--- src/rtl/iter_div.sv ---
// Iterative restoring divider: one quotient bit per clock, signed or unsigned,
// with divide-by-zero short path and cancel support for the EX pipeline stage.
module iter_div #(
    parameter int WIDTH = 32
) (
    input  logic               clk,
    input  logic               rst,
    input  logic               signed_i,
    input  logic [WIDTH-1:0]   opdata_1_i,
    input  logic [WIDTH-1:0]   opdata_2_i,
    input  logic               start_i,
    input  logic               annul_i,
    output logic [2*WIDTH-1:0] result_o,
    output logic               ready_o
);

    // state   | meaning
    // FREE    | idle, waiting for start_i without annul_i
    // BY_ZERO | divisor was zero, result is forced to 0
    // ON      | restoring steps in progress, count = steps done
    // END     | result_o valid, held until start_i drops

    localparam int CNT_W = $clog2(WIDTH + 1);
    localparam logic [CNT_W-1:0] CNT_LAST = CNT_W'(WIDTH);

    typedef enum logic [1:0] {FREE, BY_ZERO, ON, END} state_t;

    state_t           state, state_nxt;
    logic [CNT_W-1:0] count;
    logic [WIDTH-1:0] quo, rem, dvs;
    logic             neg_q, neg_r;
    logic             accept;
    logic [WIDTH-1:0] a_abs, b_abs;
    logic [WIDTH:0]   part, diff;
    logic             step_ge;
    logic [WIDTH-1:0] quo_fix, rem_fix;

    assign accept = start_i && !annul_i;
    assign a_abs  = (signed_i && opdata_1_i[WIDTH-1]) ? -opdata_1_i : opdata_1_i;
    assign b_abs  = (signed_i && opdata_2_i[WIDTH-1]) ? -opdata_2_i : opdata_2_i;

    // rem < dvs always holds, so part < 2*dvs and bit WIDTH of diff is the borrow.
    assign part    = {rem, quo[WIDTH-1]};
    assign diff    = part - {1'b0, dvs};
    assign step_ge = ~diff[WIDTH];

    assign quo_fix = neg_q ? -quo : quo;
    assign rem_fix = neg_r ? -rem : rem;

    always_ff @(posedge clk or negedge rst) begin
        if (!rst) state <= FREE;
        else      state <= state_nxt;
    end

    always_comb begin
        state_nxt = state;
        case (state)
            FREE:    if (accept) state_nxt = (opdata_2_i == '0) ? BY_ZERO : ON;
            BY_ZERO: state_nxt = annul_i ? FREE : END;
            ON: begin
                if (annul_i)                state_nxt = FREE;
                else if (count == CNT_LAST) state_nxt = END;
            end
            END:     if (!start_i) state_nxt = FREE;
            default: state_nxt = FREE;
        endcase
    end

    always_ff @(posedge clk or negedge rst) begin
        if (!rst) begin
            count    <= '0;
            quo      <= '0;
            rem      <= '0;
            dvs      <= '0;
            neg_q    <= 1'b0;
            neg_r    <= 1'b0;
            result_o <= '0;
            ready_o  <= 1'b0;
        end else begin
            case (state)
                FREE: begin
                    count    <= '0;
                    result_o <= '0;
                    ready_o  <= 1'b0;
                    if (accept) begin
                        quo   <= a_abs;
                        rem   <= '0;
                        dvs   <= b_abs;
                        neg_q <= signed_i && (opdata_1_i[WIDTH-1] ^ opdata_2_i[WIDTH-1]);
                        neg_r <= signed_i && opdata_1_i[WIDTH-1];
                    end
                end
                BY_ZERO: begin
                    count    <= '0;
                    result_o <= '0;
                    ready_o  <= !annul_i;
                end
                ON: begin
                    if (annul_i) begin
                        count    <= '0;
                        result_o <= '0;
                        ready_o  <= 1'b0;
                    end else if (count != CNT_LAST) begin
                        quo   <= {quo[WIDTH-2:0], step_ge};
                        rem   <= step_ge ? diff[WIDTH-1:0] : part[WIDTH-1:0];
                        count <= count + CNT_W'(1);
                    end else begin
                        count    <= '0;
                        result_o <= {rem_fix, quo_fix};
                        ready_o  <= 1'b1;
                    end
                end
                END: begin
                    if (!start_i) begin
                        result_o <= '0;
                        ready_o  <= 1'b0;
                    end
                end
                default: begin
                    result_o <= '0;
                    ready_o  <= 1'b0;
                end
            endcase
        end
    end

endmodule
--- config.mk ---
export PLATFORM = sky130hd
export DESIGN_NAME = iter_div
export DESIGN_NICKNAME = d
export VERILOG_FILES = /design/src/rtl/iter_div.sv
export SDC_FILE = /design/constraint.sdc
export NUM_CORES = 1
export LEC_CHECK = 0
export BUFFER_PORTS_ARGS = -buffer_cell sky130_fd_sc_hd__buf_2
export CORE_ASPECT_RATIO = 0.5
export CORE_MARGIN = 10
export CORE_UTILIZATION = 47
export DETAILED_ROUTE_END_ITERATION = 6
export GPL_TIMING_DRIVEN = 0
export PLACE_DENSITY_LB_ADDON = 0.15
export SYNTH_ARGS = -nofsm -noshare
export SYNTH_HDL_FRONTEND = slang
export SYNTH_SLANG_ARGS = --single-unit
--- constraint.sdc ---
create_clock -name clk -period 5.6 [get_ports clk]
set_clock_uncertainty 0.1 [all_clocks]
set_input_delay 1.12 -clock clk [delete_from_list [all_inputs] [get_ports clk]]
set_output_delay 1.12 -clock clk [all_outputs]
set_load 0.05 [all_outputs]
; Word-level counts from Yosys, hierarchy flattened
; Index checks and enable logic that the tools add are counted.
[totals]
input_bits = 69
reg_bits = 171
out_inout_bits = 65
[classes]
n_mux = 31
reduce_logical = 14
add_sub_neg = 6
n_eq_ne = 11
n_bitwise = 2
[ops]
columns = operator, count
row1 = 2-to-1 mux 32 bit, 11
row2 = 2-to-1 mux 64 bit, 3
row3 = case mux 64 bit (3 select lines), 1
row4 = negator 32 bit, 4
row5 = case mux 32 bit (2 select lines), 2
row6 = subtractor 33 x 32 -> 33 bit, 1
row7 = zero test 32 bit, 1
row8 = 2-to-1 mux 2 bit, 6
row9 = 2-to-1 mux 6 bit, 2
row10 = case mux 6 bit (2 select lines), 1
row11 = != test 2 bit (second input constant), 4
row12 = case mux 2 bit (4 select lines), 1
row13 = adder 6 x 1 -> 6 bit (second input constant), 1
row14 = equality test 6 bit (second input constant), 1
row15 = != test 3 bit (second input constant), 2
row16 = != test 6 bit (second input constant), 1
row17 = equality test 2 bit (second input constant), 2
row18 = logical AND 1 bit, 4
row19 = case mux 1 bit (4 select lines), 1
row20 = AND reduction 2 bit, 2
row21 = AND reduction 4 bit, 1
row22 = nonzero test 2 bit, 2
row23 = 2-to-1 mux 1 bit, 3
row24 = AND reduction 3 bit, 1
row25 = 6 further kinds, 6

; Longest topological paths before layout
[depth]
ltp_word = 5
mapped_depth = 13
depth_no_buf = 12

; Least setup slack after synthesis
; OpenSTA, ideal clock, no wires.
[synth_timing]
kind = input to register
from = in opdata_1_i[12]
to = reg quo[29]
cell_stages = 9
required_time_ns = 5.367
slack_ns = 2.366
setup_ns = 0.133
arrival_time_ns = 3.001
path_cell_list = or3_1 or4_1 nor2_1 nand3_1 o31ai_1 xor2_1 nor2_1 a21oi_1 o21ai_0
[synth_via]
elab_chain_cells = 4
[synth_lines]
columns = element, line_no
row1 = "start, declared", 9  ; input logic [WIDTH-1:0] opdata_1_i,
row2 = negator 32 bit, 39  ; assign a_abs = (signed_i && opdata_1_i[WIDTH-1]) ? -opdata_1_i : opdata_1_i;
row3 = 2-to-1 mux 32 bit, 39
row4 = 2-to-1 mux 32 bit, 85  ; if (accept) begin
row5 = case mux 32 bit (2 select lines), 80  ; case (state)
row6 = "end signal, assigned", 86  ; quo <= a_abs;
row7 = "end signal, assigned", 104  ; quo <= {quo[WIDTH-2:0], step_ge};
row8 = "end, declared", 30  ; logic [WIDTH-1:0] quo, rem, dvs;
; Every way passes these cells. The select of a mux whose other input is x is not followed.
; A chain may end at the register's enable or synchronous reset.

; Worst setup path after layout
[layout_timing]
from = reg quo[31]
to = reg rem[21]
[layout_via]
elab_chain_cells = 5
[layout_lines]
columns = element, line_no
row1 = subtractor 33 x 32 -> 33 bit, 44  ; assign diff = part - {1'b0, dvs};
row2 = 2-to-1 mux 32 bit, 105  ; rem <= step_ge ? diff[WIDTH-1:0] : part[WIDTH-1:0];
row3 = 2-to-1 mux 32 bit, 103  ; end else if (count != CNT_LAST) begin
row4 = 2-to-1 mux 32 bit, 99  ; if (annul_i) begin
row5 = case mux 32 bit (2 select lines), 80
row6 = "end signal, assigned", 105
row7 = "end, declared", 30
; Every way passes these cells. The select of a mux whose other input is x is not followed.

==> flow_summary.html <==
<table>
<tr><th>Metric</th><th>Value</th></tr>
<tr><th colspan="2">Pwr</th></tr>
<tr><td>Fraction of power consumed by sequential logic</td><td>27.8%</td></tr>
<tr><td>Internal power summed over all cells</td><td>3.99 mW</td></tr>
<tr><td>Share of power burned in combinational logic</td><td>57.1%</td></tr>
<tr><td>Reported net switching power</td><td>4.04 mW</td></tr>
<tr><td>Reported leakage power</td><td>5.76 nW</td></tr>
<tr><td>Peak supply drop</td><td>0.305 mV</td></tr>
<tr><td>Portion of total power attributed to the clock network</td><td>15.1%</td></tr>
<tr><td>Sw Share</td><td>50.3%</td></tr>
<tr><td>Cell Pwr Density</td><td>626 nW/um^2</td></tr>
<tr><th colspan="2">Drt</th></tr>
<tr><td>Number of vias in the routed layout</td><td>10463</td></tr>
<tr><td>Post-DR wirelength/cell</td><td>18.4 um</td></tr>
<tr><td>TritonRoute pass-1 iters</td><td>6</td></tr>
<tr><td>Number of nets with antenna violations after routing</td><td>0</td></tr>
<tr><td>Final WL</td><td>33.7 mm</td></tr>
<tr><td>Via-per-instance ratio</td><td>5.71</td></tr>
<tr><td>Residual DRC</td><td>0</td></tr>
<tr><td>Violation count after the first detailed-route iteration</td><td>982</td></tr>
<tr><th colspan="2">Timing</th></tr>
<tr><td>Setup Total Neg Slack</td><td>0 ps</td></tr>
<tr><td>Achievable frequency</td><td>244 MHz</td></tr>
<tr><td>RSZ-0062 raised after global routing</td><td>no</td></tr>
<tr><td>Final period util</td><td>73.1%</td></tr>
<tr><td>Setup violators final</td><td>0</td></tr>
<tr><td>Final hold slack</td><td>374 ps</td></tr>
<tr><td>Slew HR</td><td>27.5%</td></tr>
<tr><td>Number of pins exceeding their max-slew limit in the final report</td><td>0</td></tr>
<tr><td>Hold Vio Cnt, Final</td><td>0</td></tr>
<tr><td>Slew at the pin with the worst max-slew slack</td><td>1090 ps</td></tr>
<tr><td>Final period demand of the worst path</td><td>4100 ps</td></tr>
<tr><th colspan="2">Synthesis</th></tr>
<tr><td>Sequential share of the synthesized area</td><td>38.3%</td></tr>
<tr><td>Post-Syn Nets</td><td>1472</td></tr>
<tr><td>Syn. warnings</td><td>0</td></tr>
<tr><td>Most used DFF post-synth</td><td>sky130_fd_sc_hd__dfrtp_1</td></tr>
<tr><td>Share of synthesized registers carrying an async set or reset</td><td>100%</td></tr>
<tr><td>Number of synthesized register bits</td><td>171</td></tr>
<tr><td>Number of enable flip-flop cells after synthesis</td><td>0</td></tr>
<tr><td>Post-synthesis instance area</td><td>11200 um^2</td></tr>
<tr><td>Number of instances in the synthesized netlist</td><td>1360</td></tr>
<tr><td>Average size of a mapped cell</td><td>8.23 um^2</td></tr>
<tr><td>Count of cell types in the netlist</td><td>59</td></tr>
<tr><th colspan="2">Clock network</th></tr>
<tr><td>Total number of H-tree levels</td><td>4</td></tr>
<tr><td>Buffer levels on the longest clock path</td><td>2</td></tr>
<tr><td>Post-cts resize count</td><td>0</td></tr>
<tr><td>Clock insertion delay at the later pin of the skew report</td><td>450 ps</td></tr>
<tr><td>Hold buffer count at CTS</td><td>0</td></tr>
<tr><td>Clock sinks</td><td>171</td></tr>
<tr><td>Reg clk slew, reported paths</td><td>70 ps</td></tr>
<tr><td>Clock tree from TritonCTS</td><td>done</td></tr>
<tr><td>Post-CTS Setup Inserts</td><td>0</td></tr>
<tr><td>Root Buffer</td><td>sky130_fd_sc_hd__clkbuf_16</td></tr>
<tr><td>Clock buffers created by TritonCTS</td><td>17</td></tr>
<tr><th colspan="2">Placement</th></tr>
<tr><td>Placed Instance Area</td><td>12300 um^2</td></tr>
<tr><td>Routability congestion estimate</td><td>0.916</td></tr>
<tr><td>Hpwl dp</td><td>25.7 mm</td></tr>
<tr><td>Count of input and output buffers</td><td>131</td></tr>
<tr><th colspan="2">GRT</th></tr>
<tr><td>All-layer global routing usage</td><td>21.7%</td></tr>
<tr><td>Number of global-route vias before repair</td><td>10267</td></tr>
<tr><td>Number of antenna violations at the first check in global routing</td><td>4</td></tr>
<tr><td>Maximum number of pins on one net before global-route repair</td><td>99</td></tr>
<tr><td>Overall overflow remaining after global route</td><td>0</td></tr>
<tr><td>First-pass GRT wire length</td><td>53.6 mm</td></tr>
<tr><th colspan="2">Setup path</th></tr>
<tr><td>Arrival time worst endpoint</td><td>4300 ps</td></tr>
<tr><td>Category of the worst setup path launch point</td><td>register</td></tr>
<tr><td>Critical path cell sequence</td><td>inv_1, ha_1, fa_1, nor2b_1, o31a_1, o21ai_0, a21oi_1, o211a_1, o211ai_1, clkbuf_1, nor3b_1, a21oi_1, o21ai_0</td></tr>
<tr><td>Start-to-end type of the worst setup path</td><td>reg2reg</td></tr>
<tr><td>Worst-path cell with the longest stage delay</td><td>sky130_fd_sc_hd__o211ai_1</td></tr>
<tr><td>Worst Path Required</td><td>5800 ps</td></tr>
<tr><td>Launching point of the worst reg2reg path</td><td>quo[31]</td></tr>
<tr><td>Setup slack on the worst flop-to-flop path</td><td>1500 ps</td></tr>
<tr><td>Highest fanout seen on the critical path</td><td>10</td></tr>
<tr><td>CP Buf/Inv Count</td><td>2</td></tr>
<tr><td>Top Family by Delay on Critical Path</td><td>compound AO/OA/AOI/OAI gates</td></tr>
<tr><td>Critical path endpoint category</td><td>register</td></tr>
<tr><td>Critical Path Start</td><td>quo[31]</td></tr>
<tr><td>Number of cells traversed by the worst register-to-register path</td><td>13</td></tr>
<tr><td>Destination of the worst register-to-register timing path</td><td>rem[21]</td></tr>
<tr><td>Max incr delay on CP</td><td>640 ps</td></tr>
<tr><th colspan="2">Layout</th></tr>
<tr><td>Most frequent cells in the layout</td><td>221 x sky130_fd_sc_hd__nand2_1, 201 x sky130_fd_sc_hd__o21ai_0, 171 x sky130_fd_sc_hd__dfrtp_1, 132 x sky130_fd_sc_hd__buf_2, 110 x sky130_fd_sc_hd__a21oi_1</td></tr>
<tr><td>Area Growth Syn to Fin</td><td>14.8%</td></tr>
<tr><td>Commonest non-fill, non-tap cell in the layout</td><td>sky130_fd_sc_hd__nand2_1</td></tr>
<tr><td>Fraction of the core area covered by cells at the end of the flow</td><td>55.5%</td></tr>
<tr><td>Post-layout nets</td><td>1623</td></tr>
<tr><td>Ratio of cells with drive above 1 in the final layout</td><td>11.0%</td></tr>
<tr><td>Final non-filler cell area</td><td>12800 um^2</td></tr>
<tr><th colspan="2">Floorplan</th></tr>
<tr><td>Core Region</td><td>23100 um^2</td></tr>
<tr><td>Number of standard-cell rows in the floorplan</td><td>39</td></tr>
<tr><td>Die outline area</td><td>30700 um^2</td></tr>
<tr><td>Overall die width</td><td>238 um</td></tr>
<tr><td>IO Count</td><td>134</td></tr>
<tr><td>Height of the die</td><td>129 um</td></tr>
<tr><td>Effective utilization at floorplan</td><td>48.4%</td></tr>
<tr><th colspan="2">Worst hold path</th></tr>
<tr><td>Min-Delay Endpoint</td><td>result_o[47]</td></tr>
<tr><td>Hold Path Origin</td><td>result_o[47]</td></tr>
<tr><td>Class of the worst hold path</td><td>reg2reg</td></tr>
<tr><td>Cell depth of the worst min-delay path</td><td>2</td></tr>
<tr><th colspan="2">Job</th></tr>
<tr><td>Max Cap Viol</td><td>0</td></tr>
<tr><th colspan="2">Status</th></tr>
<tr><td>Run status</td><td>finished, final reports clean</td></tr>
</table>
## worst reg2reg max path, stage by stage, from the launching register on
cell and delay (ps):
sky130_fd_sc_hd__dfrtp_1 390, sky130_fd_sc_hd__inv_1 140, sky130_fd_sc_hd__ha_1 250, sky130_fd_sc_hd__fa_1 240
sky130_fd_sc_hd__nor2b_1 70, sky130_fd_sc_hd__o31a_1 300, sky130_fd_sc_hd__o21ai_0 360, sky130_fd_sc_hd__a21oi_1 210
sky130_fd_sc_hd__o211a_1 270, sky130_fd_sc_hd__o211ai_1 640, sky130_fd_sc_hd__clkbuf_1 580, sky130_fd_sc_hd__nor3b_1 130
sky130_fd_sc_hd__a21oi_1 160, sky130_fd_sc_hd__o21ai_0 130
## flip-flops by register name, summed over array words and instances (netlist names)
| name | count |
|---|---|
| neg_q | 1 |
| state | 2 |
| count | 6 |
| dvs | 32 |
| neg_r | 1 |
| ready_o | 1 |
| quo | 32 |
| result_o | 64 |
| rem | 32 |
## worst max path at each step
| stage | cells past startpoint | end | slack, ps |
|---|---|---|---|
| finish | 13 | rem[21] | 1500 |
| global route | 13 | rem[1] | 1130 |
| CTS | 12 | rem[30] | 1570 |
| detailed placement | 12 | dvs[30] | 1580 |
| global placement | 1 | result_o[20] | 640 |
| floorplan | 9 | quo[29] | 2370 |
## through the flow
stage	cells	setup slack [ps]	total power, mW
final	1832	1500	8.04
after global routing	1831	1130	8.65
after CTS	1829	1570	8.01
after detailed placement	1799	1580	6.78
after global placement	1798	642	6.67
after floorplan	1360	2370	5.53
## routing by layer
layer / share of wire (%) / wire [um] / up-vias / GRT usage [%]
li1: - / - / 5043 / -
met1: 44 / 14900 / 5035 / 27.2
met2: 47 / 15700 / 329 / 36.1
met3: 6.8 / 2280 / 56 / 4.78
met4: 2.4 / 803 / 0 / 8.76
met5: 0 / 0 / - / 0
## final cells by class
type | instances | area (um^2)
repair buffers | 132 | 693
clock buffers | 23 | 458
flip-flops and latches | 171 | 4280
well taps | 307 | 384
clock inverters | 7 | 118
diodes | 3 | 7.51
fillers | 2230 | 10300
multi-input cells | 1070 | 6460
inverters | 56 | 210
plain buffers | 63 | 239
## power by group through the flow
stage / logic, mW / registers, mW / clock network (mW)
2_1_floorplan: 2.84 / 2.69 / 0
3_3_place_gp: 4.46 / 2.21 / 0
3_5_place_dp: 4.53 / 2.24 / 0
4_1_cts: 4.56 / 2.22 / 1.23
5_1_grt: 5.07 / 2.30 / 1.27
6_report: 4.59 / 2.24 / 1.21
## synthesized netlist by cell type, types with 4 or more instances
cell type / number / area [um^2]
sky130_fd_sc_hd__nand2_1: 221 / 830
sky130_fd_sc_hd__xnor2_1: 62 / 543
sky130_fd_sc_hd__o31ai_1: 33 / 248
sky130_fd_sc_hd__nor3b_1: 8 / 60.1
sky130_fd_sc_hd__dfrtp_1: 171 / 4280
sky130_fd_sc_hd__nand4_1: 4 / 25.0
sky130_fd_sc_hd__a21o_1: 12 / 90.1
sky130_fd_sc_hd__or3_1: 13 / 81.3
sky130_fd_sc_hd__buf_1: 8 / 30.0
sky130_fd_sc_hd__nor2b_1: 12 / 75.1
sky130_fd_sc_hd__nor3_1: 22 / 110
sky130_fd_sc_hd__a211oi_1: 5 / 37.5
sky130_fd_sc_hd__nor4_1: 10 / 62.6
sky130_fd_sc_hd__a21oi_1: 110 / 551
sky130_fd_sc_hd__inv_1: 56 / 210
sky130_fd_sc_hd__and2_1: 5 / 31.3
sky130_fd_sc_hd__o41ai_1: 11 / 96.3
sky130_fd_sc_hd__a31oi_1: 6 / 37.5
sky130_fd_sc_hd__o21ai_0: 201 / 1010
sky130_fd_sc_hd__nor2_1: 91 / 342
sky130_fd_sc_hd__nand2b_1: 9 / 56.3
sky130_fd_sc_hd__nand3_1: 15 / 75.1
sky130_fd_sc_hd__xor2_1: 84 / 736
sky130_fd_sc_hd__o211ai_1: 5 / 37.5
sky130_fd_sc_hd__ha_1: 42 / 526
sky130_fd_sc_hd__clkbuf_1: 53 / 199
sky130_fd_sc_hd__or4_1: 15 / 113
sky130_fd_sc_hd__mux2i_1: 25 / 250
sky130_fd_sc_hd__a22oi_1: 4 / 30.0
sky130_fd_sc_hd__and3_1: 4 / 25.0
## kinds of logic after synthesis
logic type               count (synthesis)  share of synthesized area [%]
AO/OA/AOI/OAI                          413                           21.2
XOR/XNOR                               146                           11.4
adder cells (fa/ha/maj)                 43                           4.88
buffers and inverters                  119                           4.02
flip-flops                             171                           38.3
multiplexers                            25                           2.24
AND/OR/NAND/NOR                        443                           18.0
Note: power is estimated with default switching activity, not from simulation.
